==> config.mk <==
export PLATFORM = sky130hd
export DESIGN_NAME = riscv_dram_port_arbiter
export DESIGN_NICKNAME = d
export VERILOG_FILES = /design/src/rtl/riscv_mem_pkg.sv /design/src/rtl/riscv_rr_arb2.sv /design/src/rtl/riscv_dram_port_arbiter.sv
export SDC_FILE = /design/constraint.sdc
export NUM_CORES = 1
export LEC_CHECK = 0
export ABC_AREA = 1
export CORE_AREA = 2 2 126 128
export CTS_BUF_LIST = sky130_fd_sc_hd__clkbuf_4 sky130_fd_sc_hd__clkbuf_8 sky130_fd_sc_hd__clkbuf_16
export DETAILED_ROUTE_END_ITERATION = 10
export DIE_AREA = 0 0 128 130
export PLACE_DENSITY_LB_ADDON = 0.3
export SLEW_MARGIN = 20
export SYNTH_ARGS = -nofsm -noshare
export SYNTH_HDL_FRONTEND = slang
export SYNTH_SLANG_ARGS = --single-unit
==> constraint.sdc <==
create_clock -name clk_i -period 4.5 [get_ports clk_i]
set_input_delay 0.45 -clock clk_i [delete_from_list [all_inputs] [get_ports clk_i]]
set_output_delay 0.45 -clock clk_i [all_outputs]
set_load 0.02 [all_outputs]
==> src/rtl/riscv_mem_pkg.sv <==
// Shared types and helpers for the DRAM port arbiter slice.
package riscv_mem_pkg;

  localparam int unsigned DefaultDramDepth = 'h4000;
  localparam int unsigned AW = $clog2(DefaultDramDepth);

  typedef enum logic {
    REQ_A = 1'b0,
    REQ_B = 1'b1
  } req_id_e;

  typedef struct packed {
    logic    valid;
    req_id_e owner;
    logic    is_read;
    logic    err;
  } resp_s;

  // Bit 32 is the capability tag lane, always written when the tag is carried.
  function automatic logic [32:0] be_to_wstrb(input logic [3:0] be,
                                               input int unsigned data_width);
    logic [32:0] strb;
    strb = '0;
    for (int k = 0; k < 4; k++) begin
      strb[8*k +: 8] = {8{be[k]}};
    end
    if (data_width == 33) begin
      strb[32] = 1'b1;
    end
    return strb;
  endfunction

endpackage

==> src/rtl/riscv_rr_arb2.sv <==
// Two-way grant logic: round-robin pointer or fixed priority to A with a starvation guard for B.
module riscv_rr_arb2 #(
  parameter int unsigned PRIO_MODE    = 0,
  parameter int unsigned STARVE_LIMIT = 8
) (
  input  logic clk_i,
  input  logic rst_i,
  input  logic a_req_i,
  input  logic b_req_i,
  output logic a_gnt_o,
  output logic b_gnt_o
);

  localparam int unsigned CntW = $clog2(STARVE_LIMIT + 1);
  localparam logic [CntW-1:0] Limit = CntW'(STARVE_LIMIT);

  logic            prio_b_q;
  logic [CntW-1:0] starve_cnt_q;
  logic            b_wins;

  always_comb begin
    if (PRIO_MODE == 0) begin
      b_wins = b_req_i & (~a_req_i | prio_b_q);
    end else begin
      b_wins = b_req_i & (~a_req_i | (starve_cnt_q == Limit));
    end
    b_gnt_o = b_wins & ~rst_i;
    a_gnt_o = a_req_i & ~b_wins & ~rst_i;
  end

  always_ff @(posedge clk_i) begin
    if (rst_i) begin
      prio_b_q     <= 1'b0;
      starve_cnt_q <= '0;
    end else begin
      if (a_gnt_o | b_gnt_o) begin
        prio_b_q <= a_gnt_o;
      end
      if (!b_req_i || b_gnt_o) begin
        starve_cnt_q <= '0;
      end else if (starve_cnt_q != Limit) begin
        starve_cnt_q <= starve_cnt_q + 1'b1;
      end
    end
  end

endmodule

==> src/rtl/riscv_dram_port_arbiter.sv <==
// Shares the single-port DRAM between the CPU data port (A) and a DMA/debug master (B),
// window-checks addresses and routes the one-cycle read response back to the winner.
module riscv_dram_port_arbiter
  import riscv_mem_pkg::*;
#(
  parameter int unsigned DATA_WIDTH   = 32,
  parameter int unsigned DRAM_DEPTH   = 'h4000,
  parameter logic [31:0] BASE_ADDR    = 32'h2000_0000,
  parameter int unsigned PRIO_MODE    = 0,
  parameter int unsigned STARVE_LIMIT = 8
) (
  input  logic                          clk_i,
  input  logic                          rst_i,
  input  logic                          a_req_i,
  input  logic [31:0]                   a_addr_i,
  input  logic                          a_we_i,
  input  logic [3:0]                    a_be_i,
  input  logic [DATA_WIDTH-1:0]         a_wdata_i,
  output logic                          a_gnt_o,
  output logic                          a_rvalid_o,
  output logic [DATA_WIDTH-1:0]         a_rdata_o,
  output logic                          a_err_o,
  input  logic                          b_req_i,
  input  logic [31:0]                   b_addr_i,
  input  logic                          b_we_i,
  input  logic [3:0]                    b_be_i,
  input  logic [DATA_WIDTH-1:0]         b_wdata_i,
  output logic                          b_gnt_o,
  output logic                          b_rvalid_o,
  output logic [DATA_WIDTH-1:0]         b_rdata_o,
  output logic                          b_err_o,
  output logic                          mem_en_o,
  output logic [$clog2(DRAM_DEPTH)-1:0] mem_addr_o,
  output logic                          mem_we_o,
  output logic [DATA_WIDTH-1:0]         mem_wstrb_o,
  output logic [DATA_WIDTH-1:0]         mem_wdata_o,
  input  logic [DATA_WIDTH-1:0]         mem_rdata_i
);

  localparam int unsigned MemAw = $clog2(DRAM_DEPTH);
  localparam logic [32:0] WinBytes = 33'(DRAM_DEPTH) << 2;

  logic                  a_gnt, b_gnt, granted, in_range;
  logic [31:0]           sel_addr, offset;
  logic                  sel_we;
  logic [3:0]            sel_be;
  logic [DATA_WIDTH-1:0] sel_wdata, rd_data;
  logic                  rsp_live, a_hit, b_hit;
  resp_s                 resp_d, resp_q;

  riscv_rr_arb2 #(
    .PRIO_MODE   (PRIO_MODE),
    .STARVE_LIMIT(STARVE_LIMIT)
  ) u_arb (
    .clk_i  (clk_i),
    .rst_i  (rst_i),
    .a_req_i(a_req_i),
    .b_req_i(b_req_i),
    .a_gnt_o(a_gnt),
    .b_gnt_o(b_gnt)
  );

  assign a_gnt_o = a_gnt;
  assign b_gnt_o = b_gnt;

  always_comb begin
    granted   = a_gnt | b_gnt;
    sel_addr  = b_gnt ? b_addr_i  : a_addr_i;
    sel_we    = b_gnt ? b_we_i    : a_we_i;
    sel_be    = b_gnt ? b_be_i    : a_be_i;
    sel_wdata = b_gnt ? b_wdata_i : a_wdata_i;
    // Modulo subtraction folds addresses below the base into a huge offset.
    offset    = sel_addr - BASE_ADDR;
    in_range  = ({1'b0, offset} < WinBytes);

    mem_en_o    = granted & in_range;
    mem_addr_o  = '0;
    mem_we_o    = 1'b0;
    mem_wdata_o = '0;
    mem_wstrb_o = '0;
    if (mem_en_o) begin
      mem_addr_o  = offset[MemAw+1:2];
      mem_we_o    = sel_we;
      mem_wdata_o = sel_wdata;
      mem_wstrb_o = DATA_WIDTH'(be_to_wstrb(sel_be, DATA_WIDTH));
    end

    resp_d.valid   = granted;
    resp_d.owner   = b_gnt ? REQ_B : REQ_A;
    resp_d.is_read = ~sel_we;
    resp_d.err     = ~in_range;
  end

  always_ff @(posedge clk_i) begin
    if (rst_i) begin
      resp_q <= '0;
    end else begin
      resp_q <= resp_d;
    end
  end

  // Gating with rst_i drops a response that lands in the first reset cycle.
  always_comb begin
    rsp_live   = resp_q.valid & ~rst_i;
    a_hit      = rsp_live & (resp_q.owner == REQ_A);
    b_hit      = rsp_live & (resp_q.owner == REQ_B);
    rd_data    = (resp_q.is_read & ~resp_q.err) ? mem_rdata_i : '0;
    a_rvalid_o = a_hit;
    a_err_o    = a_hit & resp_q.err;
    a_rdata_o  = a_hit ? rd_data : '0;
    b_rvalid_o = b_hit;
    b_err_o    = b_hit & resp_q.err;
    b_rdata_o  = b_hit ? rd_data : '0;
  end

endmodule

==> impl_summary.log <==
INFO  metric status = complete, no violations
INFO  metric placed_cells = about 930
INFO  metric cts_buffers = 3
INFO  metric clock_tree.buffer_depth = 2
INFO  metric warnings_from_yosys = 0
INFO  metric synthXorXnorAreaFrac = 0%
INFO  metric critPathTopFamily = buffers and inverters
INFO  metric overflow = 0
INFO  metric critPathMaxStageDelay = about 0.57 ns
INFO  metric core.rowCount = 46
INFO  metric clock-root-buffer = clkbuf_16
INFO  metric synthMuxAreaShare = 0%
INFO  metric hold_viol = 0
INFO  metric grt_max_degree = between 60 and 70
INFO  metric initial_antenna_violation_count = 1
INFO  metric critical_path.n_buffers_inverters = 5
INFO  metric layout-drive-gt1-share = 4.730%
INFO  metric synth.avg_cell_area = 4.608 um2
INFO  metric post_drt_via_cell_ratio = 3.671
INFO  metric post_synth_simple_gate_area = around three fifths
INFO  metric yosys_register_bits = 5
INFO  metric initial_core_utilization = ~14%
INFO  metric clkTransAtPathRegs = about 0.030 ns
INFO  metric setup_repair_after_global_routing_missed_its_margin = false
INFO  metric fin_tns_setup = 0 ns
INFO  metric cts_hold_buf = 0
INFO  metric regToRegSetupSlack = around 2.7 ns
INFO  metric max_slew.worst_pin.slew = ~1.0 ns
INFO  metric grt.total_usage = between 10 and 15%
INFO  metric timing.critical_path.slowest_stage_cell = clkdlybuf4s50_1
INFO  metric critical_path_peak_fanout = 27
INFO  metric netlist-cell-type-count = 17
INFO  metric crit_arrival = just over 3 ns
INFO  metric die-height = 130 um
INFO  metric drt-wirelength-per-cell = 11.32 um
INFO  metric timing.final.max_slew_violations = 0
INFO  metric worstHoldStart = u_arb.prio_b_q
INFO  metric rr_worst_depth = 7
INFO  metric layout_worst_path_cycle_share = between 70% and 80%
INFO  metric first_iter_violations = 52
INFO  metric worst_slew_margin_rel = about 33%
INFO  metric timing.final.crit_period = around 3.5 ns
INFO  metric drt-pass1-iter-count = 4
INFO  metric timing.hold.worst.class = flip-flop to flip-flop
INFO  metric synth_top_cell_by_area = nand2_1
INFO  metric syn2layout_area_growth = 148.8%
INFO  metric timing.rr.end = resp_q[1]
INFO  metric cp_cell_sequence = clkdlybuf4s50_1 > inv_2 > nand3_4 > buf_4 > nand2_1 > nand2_4 > buf_4 > nor2_1 > clkdlybuf4s50_1
INFO  metric place.detailed.hpwl = around 8700 um
INFO  metric hold-path-cell-count = 2
INFO  metric pin_count = 324
INFO  metric gp_congestion = 0.7487
INFO  metric die-area = roughly 17000 um2
INFO  metric number_of_nets_in_the_finished_design = roughly 920
INFO  metric postCtsSetupRepairBufs = 0
INFO  metric synth_area = approximately 2200 um2
INFO  metric grt_first_pass_wirelength = about 16000 um
INFO  metric first_global_vias = 3085
INFO  metric p_total = about 480 uW
INFO  metric yosys-top-cells-area = nand2_1 28%, inv_1 16%, nor3_1 15%
INFO  metric mappedNetlistNets = approximately 640
INFO  metric max_clock_freq = between 200 and 300 MHz
INFO  metric worstSetupStartpointType = input pin
INFO  metric postRouteAntennaNets = 0
INFO  metric combinational_family_with_the_most_area_after_synthesis = simple AND/OR/NAND/NOR gates
INFO  metric required_time_of_the_critical_path = a little over 4 ns
INFO  metric timing.rr.start = u_arb.prio_b_q
INFO  metric power_per_cell_area = between 80 and 90 nW/um2
INFO  metric core-area = around 15000 um2
INFO  metric num-fill-cells = approximately 1.7k
INFO  metric vdd.ir_drop.worst = just over 80 uV
INFO  metric port_buffers = 319
INFO  metric timing.max_cap.violations = 0
INFO  metric power_leakage = roughly 0.0024 uW
INFO  metric dr_total_vias = roughly 3.4k
INFO  metric drc_errors = 0
INFO  metric post_layout_nonfiller_instances = a little over 900
INFO  metric synthDominantCellAreaShare = around 28%
INFO  metric die-width = 128 um
INFO  metric clock-skew-final = between 0.0005 and 0.0006 ns
INFO  metric drt_wl_total = between 10000 and 15000 um
INFO  metric tritoncts_clock_tree = done
INFO  metric clock_sinks = 5
INFO  metric number_of_gates_resized_after_cts = 0
INFO  metric synth_compound_area_share = 0.3488%
INFO  metric hold_path_end = u_arb.prio_b_q
INFO  metric adder_and_majority_cell_fraction_of_the_synthesized_area = 0%
INFO  metric path_class = input pin to primary output
INFO  metric postSynthCellCount = between 400 and 500
INFO  metric finalSetupViolCount = 0
INFO  metric htreeDepth = 1
INFO  metric worstSkewPairLatency = roughly 0.23 ns
INFO  metric crit_path_end_kind = primary output
INFO  metric synth.yosys.seq_area_share = 4.651%
==> metrics by stage <==
stage          instance area, um2  hold slack (ns)  utilization, %  worst slack (ns)
2_1_floorplan                2152           0.4471               -             2.130
3_3_place_gp                 5270           0.4612           34.17            0.9262
3_5_place_dp                 5270           0.4666           34.17            0.9250
4_1_cts                      5353           0.4719           34.70            0.9181
5_1_grt                      5353           0.4817           34.70            0.7267
6_report                     5355           0.4722           34.72            0.9997
==> placed cells by master, fill, tap and decap left out <==
| master | n |
|---|---|
| nand2_4 | 1 |
| nand3_1 | 5 |
| buf_4 | 5 |
| nor2_2 | 20 |
| a21boi_0 | 1 |
| nand2_2 | 2 |
| diode_2 | 1 |
| inv_1 | 93 |
| nand3_4 | 1 |
| clkdlybuf4s50_1 | 319 |
| dfxtp_1 | 5 |
| clkbuf_16 | 3 |
| inv_2 | 2 |
| and2_1 | 1 |
| nor2_1 | 53 |
| clkbuf_4 | 1 |
| nand2_1 | 162 |
| nor3_1 | 66 |
==> cells in the mapped netlist <==
master and number:
buf_2 5, nor3_1 66, nor2_1 53, nand2_1 163
dfxtp_1 5, nand2_4 1, nand2_2 1, buf_6 5
clkbuf_1 17, buf_4 28, nor2_2 20, nand3_4 1
inv_1 93, and2_1 1, a21boi_0 1, inv_2 2
nand3_1 5
==> worst register-to-register path: cells and delay by family, from the launching register on <==
kind	cells	cell delay, ns
AOI/OAI and AO/OA	1	0.37
buffers and inverters	3	0.58
DFF	1	0.32
and+or+nand+nor	3	0.41
==> routing by layer <==
| metal | part of all wire [%] | track usage [%] | vias up |
|---|---|---|---|
| met1 | 41 | 13.30 | 1360 |
| met4 | 0.75 | 2.198 | 0 |
| met5 | 0 | 0 | - |
| li1 | - | - | 1875 |
| met2 | 50 | 21.67 | 182 |
| met3 | 8.6 | 2.911 | 8 |
==> flip-flops by register name, indices dropped and copies added (netlist names) <==
| register | flops |
|---|---|
| resp_q | 4 |
| u_arb.prio_b_q | 1 |
==> power by group <==
group | internal [uW] | switching, uW | total (uW)
Clock | 123 | 27.9 | 151
Sequential | 47.9 | 1.18 | 49.1
Combinational | 168 | 108 | 276
==> logic make-up after synthesis <==
| family | after synthesis |
|---|---|
| buf+inv | 150 |
| simple gates | 311 |
| compound gates | 1 |
| flops | 5 |
==> area by class of cell <==
cell class / count / area, um2 / area share (%)
Timing Repair Buffer: 324 / 3231 / 60.33
Multi-Input combinational cell: 312 / 1343 / 25.07
Inverter: 95 / 356.6 / 6.659
Tap cell: 192 / 240.2 / 4.486
Sequential cell: 5 / 100.1 / 1.869
Clock buffer: 4 / 82.58 / 1.542
Antenna cell: 1 / 2.502 / 0.04673
==> worst max-delay path by stage <==
stage          startpoint               to  slack (ns)  cells after the start
4_1_cts             rst_i   mem_wdata_o[6]        0.92                      9
6_report            rst_i   mem_wdata_o[6]         1.0                      9
3_5_place_dp        rst_i   mem_wdata_o[6]        0.92                      9
2_1_floorplan       rst_i  mem_wstrb_o[10]        2.13                      9
5_1_grt             rst_i  mem_wstrb_o[21]        0.73                     10
3_3_place_gp        rst_i   mem_wdata_o[8]        0.93                      9
Note: power is estimated with default switching activity, not from simulation.
==> RTL edit, RTL diff (same settings) <==
Change the parameter `DATA_WIDTH` from 32 to 36.
--- a/src/rtl/riscv_dram_port_arbiter.sv
+++ b/src/rtl/riscv_dram_port_arbiter.sv
@@ -3,7 +3,7 @@
 module riscv_dram_port_arbiter
   import riscv_mem_pkg::*;
 #(
-  parameter int unsigned DATA_WIDTH   = 32,
+  parameter int unsigned DATA_WIDTH   = 36,
   parameter int unsigned DRAM_DEPTH   = 'h4000,
   parameter logic [31:0] BASE_ADDR    = 32'h2000_0000,
   parameter int unsigned PRIO_MODE    = 0,
Ports: changed (7 resized); port bits go from 324 to 352. No check against the original RTL was run, so the function may have changed too.
==> RTL edit against the original RTL <==
  * Sequential cell count unchanged
  * Fmax increased by 1.0%
  * Total power increased by 7.8%
  * Final area grew 12%
  * Non-clock buffer count is 26 higher
  * Largest power group unchanged
  * Critical endpoint is now mem_wstrb_o[25]
  * Wire length up 15%
  * Synthesized area is 22% higher
  * Worst setup slack better by 0.035 ns
==> RTL edit: results (changes against the original RTL) <==
| Metric | Value |
|---|---|
| Outcome | complete, no violations (unchanged) |
| Count of input and output buffers | 343 (was 319) |
| Worst voltage drop across the vdd grid | 78.1 uV (was 83.0 uV) |
| Final worst-path setup slack | 1.03 ns (was 1.00 ns) |
| CP max stage delay | 0.69 ns (was 0.57 ns) |
| Number of cells produced by synthesis | 508 (was 467) |
| Power share of the clock group | 29.9% (was 31.8%) |
| Met2 Usage GRT | 26.0% (was 21.7%) |
| Seq/Total Area, Yosys | 3.83% (was 4.65%) |
| Placed wire-length estimate | 9860 um (was 8710 um) |
| Power per cell area | 85.6 mW/mm2 (was 88.9 mW/mm2) |
| Number of distinct library cells after synthesis | 20 (was 17) |
| Initial antenna violation count | 0 (was 1) |
| # placed instances | 990 (was 928) |
| Final weighted congestion in routability-driven placement | 0.724 (was 0.749) |
| M1 WL | 4570 um (was 4340 um) |
| Layout buffering overhead excluding clock cells | 58.4% (was 60.3%) |
| Worst max-slew margin expressed relative to the limit | 51.8% (was 33.0%) |
| Global Route Usage Sum | 12.9% (was 11.5%) |
| Wire length of the first global-routing pass | 17400 um (was 15600 um) |
| Non-clk invs | 103 (was 95) |
| Number of global-route vias before repair | 3422 (was 3085) |
| Number of inserted filler cells in the final layout | 1653 (was 1666) |
| Worst clock skew | 0.00108 ns (was 0.000544 ns) |
| Reported combinational group power | 311 uW (was 276 uW) |
| Routed wire length | 12100 um (was 10600 um) |
| Maximum number of pins on one net before global-route repair | 57 (was 65) |
| Arrival time at the worst endpoint | 3.02 ns (was 3.05 ns) |
| Ant. Diodes | 0 (was 1) |
| Worst setup path end | mem_wstrb_o[25] (was mem_wdata_o[6]) |
| Via/cell ratio | 3.86 (was 3.67) |
RTL edit: cell count changes after synthesis, moves of 7 or more:
cell,change
sky130_fd_sc_hd__nor2_4,+36
sky130_fd_sc_hd__nor2_2,-17
sky130_fd_sc_hd__nor2_1,-15
sky130_fd_sc_hd__nand2_1,+11
sky130_fd_sc_hd__buf_4,+10
sky130_fd_sc_hd__clkbuf_1,-9
sky130_fd_sc_hd__nor3_1,+8
sky130_fd_sc_hd__buf_2,+7
RTL edit: worst min-delay path by stage:
stage | from | to | cells after the start | slack [ns]
finish | u_arb.prio_b_q | u_arb.prio_b_q | 2 | 0.48
global route | u_arb.prio_b_q | u_arb.prio_b_q | 2 | 0.52
CTS | u_arb.prio_b_q | u_arb.prio_b_q | 2 | 0.49
detailed placement | u_arb.prio_b_q | u_arb.prio_b_q | 2 | 0.48
global placement | u_arb.prio_b_q | u_arb.prio_b_q | 2 | 0.47
floorplan | u_arb.prio_b_q | u_arb.prio_b_q | 2 | 0.45
